**config.mk**
```make
export PLATFORM = sky130hd
export DESIGN_NAME = fifo_ram
export DESIGN_NICKNAME = d
export VERILOG_FILES = /design/src/rtl/fifo_ram.sv
export SDC_FILE = /design/constraint.sdc
export NUM_CORES = 1
export LEC_CHECK = 0
export CAP_MARGIN = 30
export CORE_UTILIZATION = 55
export CTS_CLUSTER_DIAMETER = 100
export DETAILED_ROUTE_END_ITERATION = 8
export PLACE_DENSITY = 0.82
export SLEW_MARGIN = 40
export SYNTH_ARGS = -nofsm -noshare
export SYNTH_HDL_FRONTEND = slang
export SYNTH_SLANG_ARGS = --single-unit
export TNS_END_PERCENT = 50
```
**constraint.sdc**
```tcl
create_clock -name clk -period 5.5 [get_ports clk]
set_input_delay 1.1 -clock clk [delete_from_list [all_inputs] [get_ports clk]]
set_output_delay 1.1 -clock clk [all_outputs]
set_load 0.02 [all_outputs]
```
**src/rtl/fifo_ram.sv**
```systemverilog
// Simple dual-port word store behind FIFO pointer logic; one write and one read port on clk.
// Read latency 1 cycle (rd_data updates after the edge sampling rd_en); writes take effect at the edge.
// No backpressure: always accepts both ports every cycle, so overflow/underflow is the caller's job.
module fifo_ram #(
    parameter int    DATA_WIDTH = 32,
    parameter int    ADDR_WIDTH = 4,
    parameter string SSA_EN     = "YES"
) (
    input  logic                  clk,
    input  logic                  reset,
    input  logic [DATA_WIDTH-1:0] wr_data,
    input  logic [ADDR_WIDTH-1:0] wr_addr,
    input  logic [ADDR_WIDTH-1:0] rd_addr,
    input  logic                  wr_en,
    input  logic                  rd_en,
    output logic [DATA_WIDTH-1:0] rd_data
);

    localparam int DEPTH  = 1 << ADDR_WIDTH;
    localparam bit BYPASS = (SSA_EN == "YES");

    logic [DATA_WIDTH-1:0] mem [DEPTH];
    logic [DATA_WIDTH-1:0] rd_q;
    logic [DATA_WIDTH-1:0] byp_q;
    logic                  byp_flag;
    logic                  collide;

    assign collide = BYPASS && wr_en && (wr_addr == rd_addr);

    // Storage is never reset so it maps onto block RAM.
    always_ff @(posedge clk) begin
        if (!reset && wr_en) begin
            mem[wr_addr] <= wr_data;
        end
    end

    always_ff @(posedge clk) begin
        if (reset) begin
            rd_q     <= '0;
            byp_flag <= 1'b0;
        end else if (rd_en) begin
            rd_q     <= mem[rd_addr];
            byp_flag <= collide;
        end
    end

    always_ff @(posedge clk) begin
        if (!reset && rd_en && collide) begin
            byp_q <= wr_data;
        end
    end

    // Both mux legs and the select are registers, so no input reaches rd_data combinationally.
    assign rd_data = byp_flag ? byp_q : rd_q;

endmodule

```
# [Word-level counts from Yosys, hierarchy flattened]
# Memory sizes are Yosys's and may differ from the RTL's. A register that Yosys moved wholly into a read port is not among the register bits.
# Index checks and enable logic that the tools add are counted.
[totals] register_bits=33 latchBits=0 ramBits=512 mem_bits_ro=0 inputBits=44 output_inout_bits=32 wordCells=12 memories=1
[classes] n_addsub=0 mul=0 div=0 n_lt_le_gt_ge=0 n_eq_ne=1 shift=0 mux=3 bitwise_logic=0 reduce_logical=5
[memory_table] name="mem" words=16 word_bits=32 rd=1 rd_ports_with_merged_regs=1 wr=1 line="22" source="logic [DATA_WIDTH-1:0] mem [DEPTH];"
[ops] cell="32-bit two-way mux" n=1
[ops] cell="4-bit == test" n=1
[ops] cell="1-bit logical AND" n=4
[ops] cell="1-bit two-way mux" n=2
[ops] cell="1-bit zero test" n=1

# [Depth between registers and ports, before layout]
# Gate-level depths: netlist (run 1).
[logic_depth] depth_word=4 depth_mapped=7 mapped_depth_nobuf=4

# [Worst setup path before layout (run 1)]
# No wires, ideal clock.
[synth_path] path_type="input to register" from="input port reset" to="memory mem[8][0], enable pin" setup_time_ns=0.461 arrival_ns=3.966 required_ns=5.039 slack_ns=1.073 stages=3 path_buffers=0 cell_sequence="nand2b_1 > or3b_2 > nor3_1"
[synth_between] elab_chain_cells=4
[synth_rtl] item="start, declared" line="10" source="input logic reset,"
[synth_rtl] item="1-bit zero test" line="32" source="if (!reset && wr_en) begin"
[synth_rtl] item="1-bit logical AND" line="32"
[synth_rtl] item="1-bit two-way mux" line="32"
[synth_rtl] item="1-bit two-way mux (implied by the code)" line="33" source="mem[wr_addr] <= wr_data;"
[synth_rtl] item="end, declared" line="22"
# Every way passes these cells.

# [Worst setup path in the final report (run 1)]
[layout_path] from="register byp_flag" to="output port rd_data[0]"
[layout_between] elab_chain_cells=1
[layout_rtl] item="start, declared" line="25" source="logic byp_flag;"
[layout_rtl] item="start signal, assigned" line="43" source="byp_flag <= collide;"
[layout_rtl] item="32-bit two-way mux" line="54" source="assign rd_data = byp_flag ? byp_q : rd_q;"
[layout_rtl] item="end, declared" line="16" source="output logic [DATA_WIDTH-1:0] rd_data"
# Every way passes these cells.

==> metrics list, run 1 <==
- Among cell families on the critical path, the largest total delay comes from flip-flops.
- Length of the first detailed-routing pass in iterations: 6
- Crit path largest cell delay: approximately 750 ps
- Cell type with the highest aggregate area in the netlist: sky130_fd_sc_hd__edfxtp_1
- The flow ran to the end, and the final reports show no timing, DRC or antenna violations.
* Static leakage power: 9.02 nW
* Synth Instances: 1,296
* Number of I/O port buffers: 75
- Total power of the final layout: about 9.2 mW
- STA puts the critical path data arrival time at ~2400 ps.
* Unrepaired setup endpoints after global routing: false
- In this run the core area contains 73 standard-cell rows.
- Resize count post-CTS: 0
* Total instance count after detailed placement: between 1.5k and 2k
* Diodes inserted: 0
- Clock-pin slew was measured on the worst setup and hold paths at around 60 ps.
- Summed over all layers, the routed wires come to between 40 and 50 mm.
* End point of the worst hold path: rd_q[18]
- Depth of the CTS H-tree: 2
- Critical path class: flip-flop to output port
* Maximum vdd ir drop: 329 uV
- After the last flow step, the layout net total stands at about 1.4k.
* Worst slack on hold paths: between 400 and 500 ps
- Cell types occupying the most area after synthesis: sky130_fd_sc_hd__edfxtp_1 (73%), sky130_fd_sc_hd__mux2i_1 (11%), sky130_fd_sc_hd__dfxtp_1 (3.0%)
- Most common cell after layout, fill and taps aside: sky130_fd_sc_hd__edfxtp_1
- Setup skew after layout: 11.2 ps
* Fraction of synthesized cell area taken by the top area cell type: 0.730
- Counting flops and latches in the post-synthesis netlist gives ~580.
- Timing would allow up to about 290 MHz.
* Initial cell density of the core: 0.561
- Flop pwr share: 0.530
- The top cell types in the final layout, fill and taps aside, are sky130_fd_sc_hd__edfxtp_1 (544), sky130_fd_sc_hd__mux2i_1 (256), sky130_fd_sc_hd__nand2_1 (98), sky130_fd_sc_hd__nand3_1 (96), sky130_fd_sc_hd__clkdlybuf4s50_1 (74).
- Worst r2r src: mem[6][5]
- The via count of the first global-routing pass came to roughly 13k.
- Across all register-to-register paths, the minimum setup slack is around 4300 ps.
- Number of antenna violations at the first check in global routing: 0
* Vias after detailed routing: 11.9k
* Overall die area: 0.0415 mm^2
- The critical path starts at byp_flag.
* WP buf/inv: 1
* Placeable Area: roughly 0.04 mm^2
* Max_slew headroom: 0.424
- Minimum clock period: approximately 3500 ps
- Reg2Reg Depth: 4
- The internal portion of the total power is between 7 and 8 mW.
* Total CTS buffers: 55
- Max-cap violations in this run came to 0.
- Clock power share: 0.415
* Maximum number of pins on one net before global-route repair: 122
* Antenna Violating Nets Remaining: 0
* Overall routing resource usage: 0.238
- Hold-fix buffers, CTS: 0
* Critical Path Start Type: flip-flop
- Net Count, Synth: roughly 1.3k
- For this run, the register share of the synthesized area comes to 0.759.
- After routing, the total negative slack on setup checks comes to 0 ps.
- For the pin with the worst max-slew slack, the measured transition is 864 ps.
* Die width: slightly above 200 um
- Number of pins exceeding their max-slew limit in the final report: 0
- Summed over all nets, the switching power comes to about 1.9 mW.
* First-iteration detailed-routing DRC count: around 1.1k
- At the later pin of the worst-skew pair, clock insertion delay measures ~610 ps.
* Ordered cell list for the critical path: mux2_2 > clkdlybuf4s50_1
- Via-per-instance ratio: a little over 6
- Largest fanout of any net on the critical path: 33
* Netlist Area Pre-Place: between 0.02 and 0.025 mm^2
* Cell with the largest stage delay on the worst path: sky130_fd_sc_hd__dfxtp_4
- Combinational fraction of design power: 0.055
* Class of the most critical hold timing path: flip-flop to flip-flop
- The startpoint identified for the worst hold timing path is rd_q[18].
* First-pass GRT wire length: between 70 and 80 mm
- CTS saw 577 sinks.
- Vertical die dimension: slightly above 200 um
* Layout overhead on the synthesized area: 16.0%
- Number of failing setup endpoints in the final timing report: 0
* Worst hold path stage count: 2
- In the final layout, the share of cells above drive strength 1 is 0.153.
- In this run the power density over the cells is roughly 360 mW/mm^2.
* Number of top-level pins: 76
- TritonCTS clock tree: built
- RD Place Congestion: roughly 0.74
- After global routing the overflow that remains totals 0.
* Worst reg2reg path endpoint: rd_q[5]
- In the routed design, unresolved DRC markers number 0.
- Clock root buffer: sky130_fd_sc_hd__clkbuf_16
- After synthesis, the netlist uses 28 different library cells.
* Part of the cycle the worst path needs: 0.630
* Yosys warnings: 0
- The finished layout holds approximately 2.0k standard cells, fillers aside.
* Detailed-route wire length per cell: ~24 um
* Deepest clock path buffer count: 3
- Count of endpoints failing hold in the final timing report: 0
* CP Capture Type: output port
- Switching power as a share of total power: 0.210
* Final cell utilization of the core: 0.651
- Counting the fill cells in the layout gives ~2.6k.
- STA puts the critical path data required time at ~4400 ps.
- After legalization and detailed placement, the total HPWL measured roughly 27 mm.
* Syn avg cell area: roughly 17 um^2
* Buffers inserted during post-CTS setup optimization: 0
[power by group through the flow]
stage	registers, mW	clock network [mW]	logic, mW
after CTS	4.90	3.89	0.503
final	4.90	3.84	0.506
after global routing	4.90	4.06	0.540
after global placement	4.99	0	0.472
after floorplan	4.98	0	0.293
after detailed placement	4.99	0	0.497
[cell families (layout without fill, tap and decap cells)]
group	Yosys count	in the layout	share of synthesized area
mux	288	288	0.131
simple gates	226	226	0.0458
xor+xnor	4	4	0.00157
buf+inv	72	223	0.0217
flops	577	577	0.759
compound gates	129	129	0.0411
[worst max-delay path by stage]
stage,end,depth (start not counted)
CTS,rd_data[24],2
global placement,mem[9][19],4
floorplan,mem[8][0],3
global route,rd_data[24],2
detailed placement,rd_q[3],6
finish,rd_data[0],2
[cell usage after synthesis]
library cell and n:
sky130_fd_sc_hd__and2_1 1, sky130_fd_sc_hd__xor2_1 3, sky130_fd_sc_hd__or3b_1 1, sky130_fd_sc_hd__buf_4 18, sky130_fd_sc_hd__a21oi_2 30, sky130_fd_sc_hd__mux2i_1 256
sky130_fd_sc_hd__nand2b_1 3, sky130_fd_sc_hd__buf_6 16, sky130_fd_sc_hd__buf_2 23, sky130_fd_sc_hd__or3b_2 1, sky130_fd_sc_hd__mux2_2 32, sky130_fd_sc_hd__edfxtp_1 544
sky130_fd_sc_hd__nand3_1 96, sky130_fd_sc_hd__xnor2_1 1, sky130_fd_sc_hd__nand4b_1 2, sky130_fd_sc_hd__or3_1 1, sky130_fd_sc_hd__nor2_1 14, sky130_fd_sc_hd__nand2_1 98
sky130_fd_sc_hd__nor4_2 1, sky130_fd_sc_hd__nor3_1 4, sky130_fd_sc_hd__nor2_2 1, sky130_fd_sc_hd__dfxtp_1 33, sky130_fd_sc_hd__a21o_1 1, sky130_fd_sc_hd__nor2b_1 2
sky130_fd_sc_hd__clkbuf_1 15, sky130_fd_sc_hd__a22oi_1 64, sky130_fd_sc_hd__a21oi_1 34, sky130_fd_sc_hd__nand3b_1 1
[through the flow]
| step | area, um^2 | setup slack (ps) |
|---|---|---|
| finish | 26000 | 2040 |
| global route | 26000 | 1940 |
| CTS | 25900 | 1970 |
| detailed placement | 24100 | 1890 |
| global placement | 23600 | 1700 |
| floorplan | 22400 | 1070 |
[registers in the layout (all words and copies together) (netlist names)]
name	count
mem	512
byp_flag	1
rd_q	32
byp_q	32
[worst register-to-register path: cells and delay by family (launching register included)]
kind / cells / cell delay, ps
and+or+nand+nor: 2 / 360
AOI/OAI and AO/OA: 1 / 100
DFF: 1 / 400
muxes: 1 / 220
[per-layer routing]
metal  GRT usage  wire (um)  vias up
met5           0          0        -
met4      0.0908       1440        0
met3      0.0409       3230      110
met2       0.395      23700      491
met1       0.316      19800     6066
li1            -          -     5256
[cell type report]
type	instances	area, um^2	area share
Timing Repair Buffer	119	1420	0.0546
Sequential cell	577	17000	0.654
Clock inverter	36	385	0.0148
Tap cell	525	657	0.0253
Multi-Input combinational cell	647	5050	0.194
Clock buffer	68	1470	0.0564
Power figures use the tool's default switching activity.
==> inputs of run 2 (changes only) <==
PLACE_DENSITY = 0.85   (was 0.82)
clock period = 2.8 ns   (was 5.5 ns; I/O delays follow)
==> metrics list, run 2 (synthesis gave the netlist of run 1 again) <==
* Outcome: completed
- TritonCTS clock tree: built
- Num Clock Sinks: a little under 600
- Number of antenna violations at the first check in global routing: 0
* First-pass GRT wire length: between 70 and 80 mm
* Clock power share: 0.400
- The repair_antennas step left the layout with diodes totalling 0.
- The clock tree synthesis step divided the H-tree into 2 levels.
- Routed wl met3: roughly 3.2 mm
- Detailed-route wire length per cell: 24.4 um
- Largest fanout of any net on the critical path: 16
- In this run the register-to-register setup slack is around 1700 ps.
- End point of the worst hold path: rd_q[31]
- DP HPWL: 27.1 mm
- The worst register-to-register path ends at rd_q[9].
- For this design, the slowest cell found on the critical path is sky130_fd_sc_hd__clkdlybuf4s50_1.
- In the final design database the tool counted between 1k and 1.5k nets.
- Initial cell density of the core: 0.561
- Highest metal layer with signal wires: met4
- The via count of the first global-routing pass is 12.4k.
- The worst path needs 2720 ps of the cycle, external delays included.
- Unrepaired setup endpoints after global routing: false
- Fill cells in the final layout number between 2k and 3k.
- In this run the post-CTS setup repair buffer count came out at 0.
* Most common cell after layout, fill and taps aside: sky130_fd_sc_hd__edfxtp_1
- Reg2Reg Depth: 4
- The core region is 0.0399 mm^2.
- In the layout the commonest cells are sky130_fd_sc_hd__edfxtp_1 (544), sky130_fd_sc_hd__mux2i_1 (256), sky130_fd_sc_hd__nand2_1 (98), sky130_fd_sc_hd__nand3_1 (96), sky130_fd_sc_hd__clkdlybuf4s50_1 (74).
- Largest regs: mem: 512 flops, byp_q: 32 flops, rd_q: 32 flops
- First-iteration detailed-routing DRC count: 1,045
- Summed over all nets, wire length on met2 after detailed routing comes to 24.7 mm.
- Maximum vdd ir drop: 549 uV
* Critical path class: flip-flop to output port
- The share of total power dissipated in sequential elements is 0.542.
- The die covers roughly 0.042 mm^2.
- Total congestion overflow: 0
- Worst-margin pin slew: 736 ps
* Part of the cycle the worst path needs: 0.972
- The clock reaches the later pin of the worst-skew pair after just over 600 ps.
- RD Place Congestion: 0.814
- Counting the buffers created by CTS gives 54.
- Internal power comes to 14.0 mW.
* Combinational fraction of design power: 0.058
- Counting flops per register, the top entry is mem.
- Clock-pin slew was measured on the worst setup and hold paths at 60 ps.
- Register Area: around 0.017 mm^2
* Proportion of layout cells with a drive suffix above 1: 0.151
* Required time of the worst setup path: 2240 ps
- Ordered cell list for the critical path: buf_4 > mux2_2 > clkdlybuf4s50_1
* Count of endpoints failing hold in the final timing report: 0
* Power density over the cells: around 680 mW/mm^2
- Headroom to the max-slew limit came out at 0.508.
- Worst hold path stage count: 2
- The detail route stage leaves a number of antenna-violating nets equal to 0.
- Switching power: between 3 and 4 mW
- The tree is rooted in a sky130_fd_sc_hd__clkbuf_16.
- In the final layout, the multi-input gates occupy 0.00508 mm^2.
- The detailed router placed between 10k and 15k vias in this run.
- Setup violations remaining at the end of the flow were counted as 0.
- In this design, the stage delay of the slowest critical-path cell is 560 ps.
- Number of violations of the max-capacitance limit: 0
- Worst r2r src: mem[15][9]
* Arrival time at the worst endpoint: around 2200 ps
- The worst setup path is launched from a flip-flop.
- In this run the vertical extent of the chip is roughly 200 um.
* Startpoint of the most critical hold path: rd_q[31]
- In this run the static leakage power is roughly 9 nW.
- Setup skew after layout: approximately 19 ps
- The area growth from synthesis to layout is 16.2%.
- STA classifies the critical path endpoint as an output port.
* Floorplan row count: between 70 and 80
- Number of top-level pins: 76
* Maximum number of pins on one net before global-route repair: 65
* Length of the first detailed-routing pass in iterations: 5
- The worst hold path belongs to the class flip-flop to flip-flop.
- Of the total power, the share spent switching nets is 0.211.
* Deepest clock path buffer count: 3
- The routed design has approximately 48 mm of wire.
- Die width: 204 um
- During placement, the flow inserted port buffers numbering 75.
- The final count of pins violating max slew was 0.
- For this run, the share of the core covered by cells in the final layout is 0.652.
- In the global route stage, overall resource usage came out at 0.237.
- Residual DRC count: 0
- Via-per-instance ratio: a little over 6
- Number of flip-flops in the largest register: around 510
- F_max: roughly 370 MHz
- In the final routing, the length of wire on met1 measures between 15 and 20 mm.
* Setup TNS: 0 ps
-- run 2: layout make-up --
class	count	area share
clock buffers	78	0.0597
flip-flops and latches	577	0.653
well taps	525	0.0252
clock inverters	20	0.00649
repair buffers	129	0.0602
multi-input cells	647	0.195
-- run 2: repair_timing --
action                                  in CTS  in global routing
resized for setup                            0                  1
endpoints found under the setup margin       0                  5
hold buffers                                 0                  0
-- run 2: routing by layer --
metal	vias up	track usage
met2	527	0.409
met4	0	0.0875
met3	102	0.0379
met1	6048	0.303
li1	5278	-
met5	-	0
-- run 2: worst max-delay path by stage --
stage	start	to	slack, ps	cells after the start
final	byp_flag	rd_data[9]	80	3
after global routing	byp_flag	rd_data[9]	30	3
after CTS	byp_flag	rd_data[22]	3	3
after detailed placement	reset	mem[8][17]	130	5
after global placement	reset	mem[8][18]	150	5
after floorplan	reset	mem[11][0]	-250	3
-- run 2: worst max-delay path: cells and delay by family (launching register included) --
family	cells	cell delay [ps]
flops	1	340
mux	1	380
buf+inv	2	840
-- run 2: stage by stage --
step	setup WS, ps	cell area (um^2)	hold WS [ps]	instances	power (mW)
6_report	77.2	26000	454	1976	17.8
5_1_grt	25.5	26000	490	1976	18.2
4_1_cts	2.64	26000	460	1976	17.8
3_5_place_dp	133	24300	444	1878	10.8
3_3_place_gp	148	24300	440	1878	10.8
2_1_floorplan	-249	22400	422	1296	10.4
-- run 2: power groups by stage --
stage          registers, mW  clock network [mW]  logic [mW]
3_3_place_gp            9.80                   0       0.997
4_1_cts                 9.63                7.18        1.04
6_report                9.62                7.11        1.04
2_1_floorplan           9.79                   0       0.580
3_5_place_dp            9.81                   0        1.03
5_1_grt                 9.63                7.50        1.10
